--- src/rtl/fetch_flags_unit.sv ---
// fetch_flags_unit: program counter, instruction register, N/Z flags, halt latch and retired-instruction counter.
module fetch_flags_unit #(
  parameter logic [7:0] PC_RESET = 8'h00,
  parameter int         CNT_W    = 16
) (
  input  logic             clock,
  input  logic             reset,
  input  logic             PCwrite,
  input  logic             PC_sel,
  input  logic             IRload,
  input  logic             FlagWrite,
  input  logic             R1Sel,
  input  logic             Stop,
  input  logic [7:0]       mem_rdata,
  input  logic [7:0]       alu_result,
  output logic [7:0]       pc,
  output logic [7:0]       ir,
  output logic [3:0]       instr,
  output logic             N,
  output logic             Z,
  output logic [7:0]       imm3,
  output logic [7:0]       imm4,
  output logic [7:0]       imm5,
  output logic [1:0]       r1_addr,
  output logic [1:0]       r2_addr,
  output logic             halted,
  output logic [CNT_W-1:0] retired
);
  logic [7:0]       pc_d, pc_q, ir_d, ir_q;
  logic             n_d, n_q, z_d, z_q, halted_d, halted_q, wen;
  logic [CNT_W-1:0] retired_d, retired_q;
  // Stop blocks every write in its own cycle, not only from the next one.
  always_comb begin
    wen       = !halted_q && !Stop;
    pc_d      = (wen && PCwrite) ? (PC_sel ? alu_result : pc_q + 8'd1) : pc_q;
    ir_d      = (wen && IRload) ? mem_rdata : ir_q;
    n_d       = (wen && FlagWrite) ? alu_result[7] : n_q;
    z_d       = (wen && FlagWrite) ? (alu_result == 8'd0) : z_q;
    halted_d  = halted_q || Stop;
    retired_d = (wen && IRload && !(&retired_q)) ? retired_q + CNT_W'(1) : retired_q;
  end
  always_ff @(posedge clock or posedge reset) begin
    if (reset) begin
      pc_q      <= PC_RESET;
      ir_q      <= 8'h00;
      n_q       <= 1'b0;
      z_q       <= 1'b0;
      halted_q  <= 1'b0;
      retired_q <= '0;
    end else begin
      pc_q      <= pc_d;
      ir_q      <= ir_d;
      n_q       <= n_d;
      z_q       <= z_d;
      halted_q  <= halted_d;
      retired_q <= retired_d;
    end
  end
  assign pc      = pc_q;
  assign ir      = ir_q;
  assign instr   = ir_q[3:0];
  assign N       = n_q;
  assign Z       = z_q;
  assign halted  = halted_q;
  assign retired = retired_q;
  assign imm4    = {{4{ir_q[7]}}, ir_q[7:4]};
  assign imm5    = {3'b000, ir_q[7:3]};
  assign imm3    = {5'b00000, ir_q[5:3]};
  assign r1_addr = R1Sel ? 2'b01 : ir_q[7:6];
  assign r2_addr = ir_q[5:4];
endmodule
--- config.mk ---
export PLATFORM = sky130hd
export DESIGN_NAME = fetch_flags_unit
export DESIGN_NICKNAME = d
export VERILOG_FILES = /design/src/rtl/fetch_flags_unit.sv
export SDC_FILE = /design/constraint.sdc
export NUM_CORES = 1
export LEC_CHECK = 0
export ABC_CLOCK_PERIOD_IN_PS = 2500
export CAP_MARGIN = 20
export CORE_ASPECT_RATIO = 1.4
export CORE_UTILIZATION = 41
export DETAILED_ROUTE_END_ITERATION = 6
export GPL_TIMING_DRIVEN = 0
export PLACE_DENSITY = 0.81
export SLEW_MARGIN = 30
export SYNTH_ARGS = -nofsm -noshare
export SYNTH_HDL_FRONTEND = slang
export SYNTH_SLANG_ARGS = --single-unit
--- constraint.sdc ---
create_clock -name clock -period 2.5 [get_ports clock]
set_input_delay 0.75 -clock clock [delete_from_list [all_inputs] [get_ports clock]]
set_output_delay 0.75 -clock clock [all_outputs]
set_load 0.05 [all_outputs]
# == After elaboration in Yosys (flattened, before gate mapping) ==
# Index checks and enable logic that the tools add are counted.
# Widths: inputs -> output; s select.
# word_totals
word_cells,21
input_bits,24
ff_bits,35
out_inout_bits,67
# classes
muxes,2
n_reduce_logical,11
addsub,2
# op_table
op,count
$add 16x1->16 const B,1
$reduce_and 16->1,1
$add 8x1->8 const B,1
$logic_not 8->1,1
$mux 8,1
$logic_and 1x1->1,5
$logic_not 1->1,3
$mux 2,1
$logic_or 1x1->1,1

# == Logic depth before layout (Yosys ltp) ==
# Gate-level depths: netlist (run 1).
# logic_depth
ltp_word,4
depth_mapped,5
depth_no_buf,5

# == Least setup slack after synthesis (run 1) ==
# OpenSTA, ideal clock, no wires.
# synth_path
path_kind,register to output
start,reg ir_q[7] (netlist: ir[7])
end,out r1_addr[1]
t_required_ns,1.750
t_arrival_ns,1.500
setup_slack_ns,0.250
path_buffers,0
path_stages_with_launch,2
path_cell_list,dfrtp_1 nor2b_1
# synth_between
elab_chain_cells,1
# synth_lines
element,line,rtl
"start, declared",29,"logic [7:0] pc_d, pc_q, ir_d, ir_q;"
"start signal, assigned",52,ir_q <= ir_d;
$mux 2,69,assign r1_addr = R1Sel ? 2'b01 : ir_q[7:6];
"end, declared",24,"output logic [1:0] r1_addr,"
# No other way between the ends.

# == Worst setup path in the final report (run 1) ==
# layout_path
start,in Stop
end,reg retired_q[9] (netlist: retired[9])
# layout_between
elab_chain_cells,4
# layout_lines
element,line,rtl
"start, declared",13,"input logic Stop,"
$logic_not 1->1,34,wen = !halted_q && !Stop;
$logic_and 1x1->1,34,
$logic_and 1x1->1 (2 in series),40,retired_d = (wen && IRload && !(&retired_q)) ? retired_q + CNT_W'(1) : retired_q;
"end signal, assigned",56,retired_q <= retired_d;
"end, declared",31,"logic [CNT_W-1:0] retired_d, retired_q;"
# No other way between the ends.
# A chain may end at the register's enable or synchronous reset.

==> results_dict.tcl, run 1 <==
set metrics [dict create \
    grt_antenna_before_repair 0 \
    placement.io_buffers 81 \
    max_slew_violation_count 0 \
    min-delay-start "Z" \
    worstMarginPinSlew_ns 0.949 \
    post-synth-top-area-fraction_pct 45.4 \
    hpwlAfterDp_mm 3.23 \
    syn-instance-count 189 \
    yosys.area.top_type "sky130_fd_sc_hd__dfrtp_1" \
    clk_root_buf "sky130_fd_sc_hd__clkbuf_8" \
    design_area_um2 3000 \
    total_routing_usage_reported_by_global_routing_pct 17.8 \
    antenna_left 0 \
    drt_wl_total_mm 4.19 \
    finalWorstPathRequiredPeriod_ns 2.41 \
    cts.hold.buffers_added 0 \
    num_antenna_cells 0 \
    vdd_ir_drop_max_uv 356 \
    timing.clock.skew_ns 0.00698 \
    r2r_end "retired[1]" \
    report.power.total_mw 1.81 \
    place_worst_setup_slack_ns -0.398 \
    number_of_clock_buffers_inserted_by_tritoncts 5 \
    tritoncts_clock_tree "done" \
    layout.nets 310 \
    synthFlopType "sky130_fd_sc_hd__dfrtp_1" \
    power_density_nw_per_um2 603 \
    synth.ff_latch_count 35 \
    floorplan.rows 29 \
    cts_post_setup_buffers_inserted 0 \
    holdPathEnd "Z" \
    number_of_flops_mapped_to_enable_cells_by_yosys 0 \
    drive_above_1_share_pct 21.1 \
    min_path_cells 2 \
    post-route-worst-setup-slack_ns 0.0881 \
    sequential_cell_area_um2 876 \
    period_share_pct 96.5 \
    maxCapViolations 0 \
    pin_count_of_the_biggest_net_entering_global_routing 36 \
    maxSlewHeadroom_pct 36.3 \
    clk_pin_slew_worst_setup_hold_paths_ns 0.08 \
    htree_levels 2 \
    grt.overflow.total 0 \
    num_vias 1682 \
    worst_setup_path_start_kind "primary input" \
    initialDrtViolationCount 63 \
    clock_sink_count 35 \
    dp.cells 339 \
    netlist_area_um2 1930 \
    synth.area.top_cells "sky130_fd_sc_hd__dfrtp_1 (45%), sky130_fd_sc_hd__buf_4 (12%), sky130_fd_sc_hd__mux2_2 (6.4%)" \
    critical_path_class "primary input to flop" \
    arrival_ns 2.62 \
    power_leakage_nw 1.40 \
    utilization_pct 66.2 \
    grt_first_pass_wirelength_mm 6.84 \
    die-area_um2 4980 \
    clock_insertion_delay_at_the_later_pin_of_the_skew_report_ns 0.28 \
    setup_violating_endpoint_count_in_the_final_report 0 \
    synthArstFlopShare_pct 100 \
    most_numerous_cell_types_in_the_synthesized_netlist "sky130_fd_sc_hd__dfrtp_1 (35), sky130_fd_sc_hd__buf_4 (30), sky130_fd_sc_hd__nand2_1 (13), sky130_fd_sc_hd__xor2_1 (13), sky130_fd_sc_hd__nor2_1 (12)" \
    placed_cell_area_um2 2840 \
    min_path_type "flop to flop" \
    die_width_um 60.0 \
    worstPathRequired_ns 2.71 \
    outcome "completed" \
    final.fill_count 391 \
    grt_setup_unrepaired "no" \
    timing.reg2reg.setup_slack_ns 0.36 \
    holdWs_ns 0.494 \
    setup_tns_ns 0 \
    synthMostInstantiatedCell "sky130_fd_sc_hd__dfrtp_1" \
    r2r.worst_path.cells 5 \
    critical_r2r_launch "retired[0]" \
    worst_setup_path_end_kind "flop" \
    post_drt_via_cell_ratio 4.85 \
    achievable_clock_frequency_mhz 415 \
    floorplan.initialDensity_pct 42.5 \
    syn2layout_area_growth_pct 55.8 \
    core_area_um2 4540 \
    place_congestion 0.820 \
    multi_input_area_um2 826 \
    drt_pass1_iterations 5 \
    synth_cell_type_count 37 \
    synth.yosys.seq_area_share_pct 45.4 \
    drc 0 \
    io-pin-count 91 \
    cts.path.max_buffers 2 \
    drt-wirelength-per-cell_um 12.1 \
    post_synth.cell_area_avg_um2 10.2 \
    floorplan.die.height_um 83.1 \
    yosysWarnings 0 \
    final_hold_viol_count 0 \
    finalNonFillerCells 347 \
    first_global_vias 1561 \
    cp_max_fo 8 \
]
cell usage in the layout, fill, tap and decap left out, types with 3 or more instances in the layout:
master	synthesis	routed
sky130_fd_sc_hd__a21oi_1	6	6
sky130_fd_sc_hd__nor3b_1	3	3
sky130_fd_sc_hd__nand3_1	6	6
sky130_fd_sc_hd__clkbuf_8	0	5
sky130_fd_sc_hd__clkbuf_1	4	4
sky130_fd_sc_hd__dfrtp_1	35	35
sky130_fd_sc_hd__inv_1	4	3
sky130_fd_sc_hd__nor2_1	12	12
sky130_fd_sc_hd__mux2_2	11	11
sky130_fd_sc_hd__conb_1	1	8
sky130_fd_sc_hd__nor4_1	6	6
sky130_fd_sc_hd__o21ai_0	8	8
sky130_fd_sc_hd__nor3_1	5	4
sky130_fd_sc_hd__and3_1	3	3
sky130_fd_sc_hd__nand2_1	13	13
sky130_fd_sc_hd__nand4_1	5	5
sky130_fd_sc_hd__buf_4	30	30
sky130_fd_sc_hd__xor2_1	13	13
sky130_fd_sc_hd__clkdlybuf4s50_1	0	73
sky130_fd_sc_hd__dlymetal6s2s_1	0	6
power breakdown:
part,switching [mW],internal (mW),total (mW)
clock,0.206,0.398,0.604
combinational,0.347,0.214,0.561
sequential,0.0456,0.601,0.646
total,0.599,1.21,1.81
flip-flops by register name, summed over array words and instances (netlist names):
name     count
retired     16
ir           8
Z            1
halted       1
N            1
pc           8
final cells by class:
class / count / area share (%)
sequential: 35 / 29.2
multi-input combinational: 122 / 27.5
timing repair buffer: 81 / 27.4
buffer: 35 / 8.37
tap: 62 / 2.58
clock buffer: 5 / 2.29
clock inverter: 3 / 2.25
inverter: 4 / 0.500
logic make-up (layout without fill, tap and decap cells):
| kind of cell | after synthesis | after routing | synth area share [%] |
|---|---|---|---|
| simple gates | 64 | 64 | 18.7 |
| buf+inv | 39 | 128 | 13.8 |
| flops | 35 | 35 | 45.4 |
| compound gates | 21 | 21 | 6.81 |
| xor+xnor | 15 | 15 | 6.81 |
| mux | 12 | 12 | 6.94 |
| fa+ha+maj | 2 | 2 | 1.30 |
| other cells | 1 | 8 | 0.194 |
worst max-delay path, stage by stage:
cell	delay (ns)
sky130_fd_sc_hd__clkdlybuf4s50_1	0.43
sky130_fd_sc_hd__or3b_1	0.40
sky130_fd_sc_hd__buf_6	0.15
sky130_fd_sc_hd__or4_4	0.54
sky130_fd_sc_hd__nor3b_2	0.20
sky130_fd_sc_hd__xor2_1	0.16
per-layer routing:
metal / up-vias / GRT usage [%] / share of wire, %
met5: - / 0 / 0
met4: 0 / 5.71 / 1.1
met3: 6 / 3.58 / 6.3
met2: 71 / 32.4 / 55
met1: 785 / 19.6 / 38
li1: 820 / - / -
worst max path at each step:
stage,startpoint,depth (start not counted),slack [ns],endpoint
after floorplan,ir[7],1,0.25,r1_addr[1]
after global placement,R1Sel,3,-0.40,r1_addr[0]
after detailed placement,R1Sel,3,-0.40,r1_addr[0]
after CTS,Stop,6,0.04,retired[15]
after global routing,Stop,6,0.03,retired[11]
final,Stop,6,0.09,retired[9]
repair_timing:
| item | CTS | global route |
|---|---|---|
| gates resized for setup | 8 | 8 |
| endpoints found under the hold margin | 0 | 0 |
| pin swaps | 0 | 1 |
| endpoints found under the setup margin | 2 | 8 |
| gates cloned | 0 | 0 |
Note: power is estimated with default switching activity, not from simulation.
==> run 2: changes to the inputs <==
--- a/config.mk
+++ b/config.mk
@@ -5,12 +5,11 @@
 export SDC_FILE = /design/constraint.sdc
 export NUM_CORES = 1
 export LEC_CHECK = 0
-export ABC_CLOCK_PERIOD_IN_PS = 2500
 export CAP_MARGIN = 20
 export CORE_ASPECT_RATIO = 1.4
 export CORE_UTILIZATION = 41
+export CTS_CLUSTER_SIZE = 28
 export DETAILED_ROUTE_END_ITERATION = 6
-export GPL_TIMING_DRIVEN = 0
 export PLACE_DENSITY = 0.81
 export SLEW_MARGIN = 30
 export SYNTH_ARGS = -nofsm -noshare
==> results_dict.tcl, run 2 (synthesis results as in run 1) <==
set metrics [dict create \
    worst_setup_path_end_kind "output port" \
    io-pin-count 91 \
    initialDrtViolationCount 73 \
    worstMarginPinSlew_ns 0.592 \
    timing.reg2reg.setup_slack_ns 0.66 \
    largest_register_ffs 16 \
    clk_pin_slew_worst_setup_hold_paths_ns 0.07 \
    setup_tns_ns 0 \
    worstPathBufferInverterCount 2 \
    num_antenna_cells 0 \
    maxCapViolations 0 \
    utilization_pct 60.8 \
    clock_insertion_delay_at_the_later_pin_of_the_skew_report_ns 0.28 \
    floorplan.rows 29 \
    worst_setup_path_start_kind "primary input" \
    min_path_type "flop to flop" \
    grt_setup_unrepaired "no" \
    clk_root_buf "sky130_fd_sc_hd__clkbuf_8" \
    power.clock.fraction_pct 26.2 \
    met3_usage_pct 3.74 \
    drive_above_1_share_pct 13.2 \
    final.fill_count 412 \
    die-area_um2 4980 \
    maxSlewHeadroom_pct 60.4 \
    finalNonFillerCells 320 \
    finalWorstPathRequiredPeriod_ns 2.39 \
    antenna_left 0 \
    total_routing_usage_reported_by_global_routing_pct 17.8 \
    p_switching_mw 0.582 \
    placement.io_buffers 82 \
    placed_cell_area_um2 2670 \
    timing.clock.skew_ns 0.00234 \
    dp.cells 313 \
    drt-wirelength-per-cell_um 12.8 \
    design_area_um2 2760 \
    tritoncts_clock_tree "done" \
    layout.cells.most_common "sky130_fd_sc_hd__clkdlybuf4s50_1" \
    number_of_resized_instances_in_the_post_cts_repair_step 0 \
    power_density_nw_per_um2 572 \
    pin_count_of_the_biggest_net_entering_global_routing 36 \
    post_drt_via_cell_ratio 4.95 \
    layout_common_cells "sky130_fd_sc_hd__clkdlybuf4s50_1 (80), sky130_fd_sc_hd__dfrtp_1 (35), sky130_fd_sc_hd__nand2_1 (13), sky130_fd_sc_hd__xor2_1 (13), sky130_fd_sc_hd__nor2_1 (12)" \
    floorplan.initialDensity_pct 42.5 \
    floorplan.die.height_um 83.1 \
    grt_first_pass_wirelength_mm 6.87 \
    multi_input_area_um2 812 \
    drt_wl_total_mm 4.09 \
    drt_pass1_iterations 4 \
    grt-busiest-layer "met2" \
    worstPathRequired_ns 1.75 \
    clock_sink_count 35 \
    achievable_clock_frequency_mhz 418 \
    critical_path_class "primary input to output port" \
    share_seq_of_total_power_pct 41.0 \
    grt.overflow.total 0 \
    core_area_um2 4540 \
    grt_antenna_before_repair 0 \
    power_frac_comb_pct 32.9 \
    max_slew_violation_count 0 \
    layout.nets 284 \
    cts_post_setup_buffers_inserted 0 \
    first_global_vias 1517 \
    period_share_pct 95.6 \
    cpPeakStageDelay_ns 0.41 \
    power.internal_mw 0.994 \
    die_width_um 60.0 \
    sequential_cell_area_um2 876 \
    critical_path_cell_by_cell "clkdlybuf4s50_1 -> or2_2 -> buf_4" \
    worst_path_max_delay_cell "sky130_fd_sc_hd__clkdlybuf4s50_1" \
    arrival_ns 1.64 \
    hpwlAfterDp_mm 3.15 \
    cp_max_fo 2 \
    number_of_clock_buffers_inserted_by_tritoncts 5 \
    power_leakage_nw 1.18 \
    drc 0 \
    syn2layout_area_growth_pct 43.0 \
    gr-usage-met1_pct 20.7 \
    cts.hold.buffers_added 0 \
    power.switching_fraction_pct 36.9 \
    setup_violating_endpoint_count_in_the_final_report 0 \
    place_congestion 0.804 \
    outcome "completed" \
    cts.path.max_buffers 2 \
    htree_levels 2 \
    final_hold_viol_count 0 \
    num_vias 1584 \
    critPathTopFamily "buffers and inverters" \
    groute.layer.met2.usage_pct 31.0 \
    vdd_ir_drop_max_uv 280 \
]
run 2: cell types whose count changed in the layout (fill, tap and decap cells not counted), moves of 2 or more:
cell / change
sky130_fd_sc_hd__bufinv_16: -2
sky130_fd_sc_hd__dlymetal6s2s_1: -6
sky130_fd_sc_hd__buf_4: -21
sky130_fd_sc_hd__clkdlybuf4s50_1: +7
sky130_fd_sc_hd__clkbuf_1: -4
run 2: path summary, 6_finish.rpt:
kind | startpoint | to | cells after the start
setup / recovery | R1Sel | r1_addr[0] | 3
hold / removal | retired[5] | retired[5] | 1
setup reg to reg | halted | retired[9] | 4
hold reg to reg | retired[5] | retired[5] | 1
max in group asynchronous | reset | Z | 3
min in group asynchronous | reset | ir[3] | 3
run 2: per-stage QoR:
stage	total power, mW	hold slack [ns]	setup slack (ns)
floorplan	1.03	0.755	0.250
CTS	1.59	0.499	0.103
global route	1.64	0.522	0.0767
detailed placement	1.18	0.487	-0.132
finish	1.58	0.496	0.109
global placement	1.17	0.473	-0.109
run 2: area by class of cell:
type	instances	area share [%]
Multi-Input combinational cell	122	29.5
Inverter	4	0.545
Tap cell	62	2.81
Timing Repair Buffer	90	32.2
Sequential cell	35	31.8
Clock inverter	1	0.182
Clock buffer	6	3.00
run 2: power groups by stage:
stage | registers (mW) | clock network (mW) | logic (mW)
after floorplan | 0.772 | 0 | 0.260
after global placement | 0.655 | 0 | 0.514
after detailed placement | 0.656 | 0 | 0.522
after CTS | 0.646 | 0.422 | 0.522
after global routing | 0.652 | 0.445 | 0.542
final | 0.646 | 0.412 | 0.518
run 2: per-layer routing:
| metal | vias up | wire length [um] |
|---|---|---|
| li1 | 757 | - |
| met1 | 756 | 1660 |
| met2 | 63 | 2140 |
| met3 | 8 | 215 |
| met4 | 0 | 68 |
| met5 | - | 0 |
==> run 3: changes to the inputs <==
--- a/config.mk
+++ b/config.mk
@@ -5,9 +5,10 @@
 export SDC_FILE = /design/constraint.sdc
 export NUM_CORES = 1
 export LEC_CHECK = 0
+export ABC_AREA = 1
 export CAP_MARGIN = 20
 export CORE_ASPECT_RATIO = 1.4
-export CORE_UTILIZATION = 41
+export CORE_UTILIZATION = 43
 export CTS_CLUSTER_SIZE = 28
 export DETAILED_ROUTE_END_ITERATION = 6
 export PLACE_DENSITY = 0.81
==> results_dict.tcl, run 3 <==
set metrics [dict create \
    outcome "completed" \
    grt_setup_unrepaired "no" \
    cts.path.max_buffers 2 \
    worstMarginPinSlew_ns 0.540 \
    worstPathRequired_ns 1.75 \
    grt_first_pass_wirelength_mm 8.44 \
    layout.cells.most_common "sky130_fd_sc_hd__nand2_1" \
    setup_violating_endpoint_count_in_the_final_report 0 \
    maxSlewHeadroom_pct 63.9 \
    htree_levels 2 \
    synth_cell_type_count 30 \
    drive_above_1_share_pct 8.13 \
    synthMostInstantiatedCell "sky130_fd_sc_hd__nand2_1" \
    max_slew_violation_count 0 \
    layout_common_cells "sky130_fd_sc_hd__nand2_1 (106), sky130_fd_sc_hd__clkdlybuf4s50_1 (80), sky130_fd_sc_hd__dfrtp_1 (35)" \
    worstPathBufferInverterCount 2 \
    wl_met2_mm 2.67 \
    min-delay-start "N" \
    num_antenna_cells 0 \
    clk_root_buf "sky130_fd_sc_hd__clkbuf_8" \
    cts_post_setup_buffers_inserted 0 \
    synthArstFlopShare_pct 100 \
    number_of_resized_instances_in_the_post_cts_repair_step 0 \
    grt.overflow.total 0 \
    maxCapViolations 0 \
    worst_path_max_delay_cell "sky130_fd_sc_hd__clkdlybuf4s50_1" \
    worst_setup_path_end_kind "output port" \
    netlist_area_um2 2230 \
    holdWs_ns 0.493 \
    design_area_um2 3060 \
    min_path_cells 2 \
    synthFlopType "sky130_fd_sc_hd__dfrtp_1" \
    power_density_nw_per_um2 601 \
    post-synth-top-area-fraction_pct 39.2 \
    clk_pin_slew_worst_setup_hold_paths_ns 0.07 \
    setup_tns_ns 0 \
    vdd_ir_drop_max_uv 405 \
    critical_path_cell_by_cell "clkdlybuf4s50_1 -> or2_2 -> buf_4" \
    die_width_um 62.9 \
    routed.top_layer "met4" \
    tritoncts_clock_tree "done" \
    clock_insertion_delay_at_the_later_pin_of_the_skew_report_ns 0.29 \
    core_area_um2 4920 \
    arrival_ns 1.64 \
    pin_count_of_the_biggest_net_entering_global_routing 36 \
    grt_antenna_before_repair 0 \
    syn-instance-count 305 \
    final_hold_viol_count 0 \
    achievable_clock_frequency_mhz 418 \
    drt_wl_total_mm 4.98 \
    yosysWarnings 0 \
    synth.yosys.seq_area_share_pct 39.2 \
    io-pin-count 91 \
    most_numerous_cell_types_in_the_synthesized_netlist "sky130_fd_sc_hd__nand2_1 (106), sky130_fd_sc_hd__dfrtp_1 (35), sky130_fd_sc_hd__buf_4 (31)" \
    floorplan.initialDensity_pct 45.4 \
    holdPathEnd "N" \
    first_global_vias 1922 \
    drt_pass1_iterations 4 \
    antenna_left 0 \
    min_path_type "flop to flop" \
    drc 0 \
    critPathTopFamily "buffers and inverters" \
    cp-startpoint "R1Sel" \
    wl_met3_um 244 \
    drt-wirelength-per-cell_um 11.5 \
    placement.io_buffers 82 \
    syn2layout_area_growth_pct 37.0 \
    finalWorstPathRequiredPeriod_ns 2.39 \
    timing.reg2reg.setup_slack_ns 0.76 \
    critical_r2r_launch "retired[0]" \
    report.power.total_mw 1.84 \
    initialDrtViolationCount 62 \
    synth.ff_latch_count 35 \
    floorplan.die.height_um 87.3 \
    placed_cell_area_um2 2920 \
    layout.nets 394 \
    number_of_flops_mapped_to_enable_cells_by_yosys 0 \
    power_leakage_nw 1.41 \
    cp_max_fo 2 \
    die-area_um2 5490 \
    cts.hold.buffers_added 0 \
    worst_setup_path_start_kind "primary input" \
    place_congestion 0.854 \
    r2r_end "retired[2]" \
    timing.clock.skew_ns 0.00709 \
    period_share_pct 95.6 \
    clock_sink_count 35 \
    post_synth.cell_area_avg_um2 7.32 \
    m1WireLength_mm 2.01 \
    cpPeakStageDelay_ns 0.41 \
    r2r.worst_path.cells 7 \
    post_drt_via_cell_ratio 4.85 \
    final.fill_count 446 \
    synth.area.top_cells "sky130_fd_sc_hd__dfrtp_1 (39%), sky130_fd_sc_hd__nand2_1 (18%), sky130_fd_sc_hd__buf_4 (10%)" \
    number_of_clock_buffers_inserted_by_tritoncts 5 \
    hpwlAfterDp_mm 3.79 \
    total_routing_usage_reported_by_global_routing_pct 19.4 \
    floorplan.rows 30 \
    largest_register_ffs 16 \
    critical_path_class "primary input to output port" \
    yosys.area.top_type "sky130_fd_sc_hd__dfrtp_1" \
    num_vias 2101 \
]
## run 3: layout make-up
cell class              count  area, um^2  share of cell area (%)
repair buffers             85         851                    27.8
inverters                  30         113                    3.68
flip-flops and latches     35         876                    28.6
multi-input cells         211        1000                    32.8
clock inverters             3        67.6                    2.21
well taps                  64        80.1                    2.62
clock buffers               5        68.8                    2.25
## run 3: worst register-to-register path, cell delays in order (launching register included)
cell	delay, ns
sky130_fd_sc_hd__dfrtp_1	0.43
sky130_fd_sc_hd__ha_1	0.29
sky130_fd_sc_hd__nand2_1	0.10
sky130_fd_sc_hd__nor2_2	0.14
sky130_fd_sc_hd__nand2_4	0.10
sky130_fd_sc_hd__o21ai_4	0.37
sky130_fd_sc_hd__nand2_1	0.11
sky130_fd_sc_hd__o21ai_0	0.11
## run 3: kinds of logic (layout without fill, tap and decap cells)
kind of cell,count (synthesis),after routing,share of synthesized area (%)
compound gates,31,31,8.07
xor+xnor,7,7,2.75
fa+ha+maj,2,2,1.12
buf+inv,66,123,17.0
flops,35,35,39.2
other cells,1,8,0.168
simple gates,163,163,31.7
## run 3: how the worst max path moves through the flow
| stage | slack (ns) | cells past startpoint | to |
|---|---|---|---|
| after floorplan | 0.28 | 2 | r1_addr[1] |
| after global placement | 0.11 | 3 | r1_addr[0] |
| after detailed placement | 0.11 | 3 | r1_addr[0] |
| after CTS | 0.11 | 3 | r1_addr[0] |
| after global routing | 0.08 | 1 | retired[2] |
| final | 0.11 | 3 | r1_addr[0] |
## run 3: stage by stage
stage               util, %  cells  setup WS, ns
finish                 62.2    433         0.110
global route           62.2    433        0.0776
CTS                    62.2    433         0.105
detailed placement     59.4    425         0.111
global placement       59.4    425         0.108
floorplan                 -    312         0.277
## run 3: per-layer routing
metal | track usage, % | vias to the layer above
met3 | 4.32 | 6
met5 | 0 | -
met4 | 5.92 | 0
li1 | - | 1043
met1 | 22.1 | 984
met2 | 35.8 | 68
## run 3: power by group
group	total (mW)	switching [mW]	internal, mW
logic	0.584	0.392	0.192
registers	0.653	0.0490	0.604
clock network	0.602	0.204	0.398
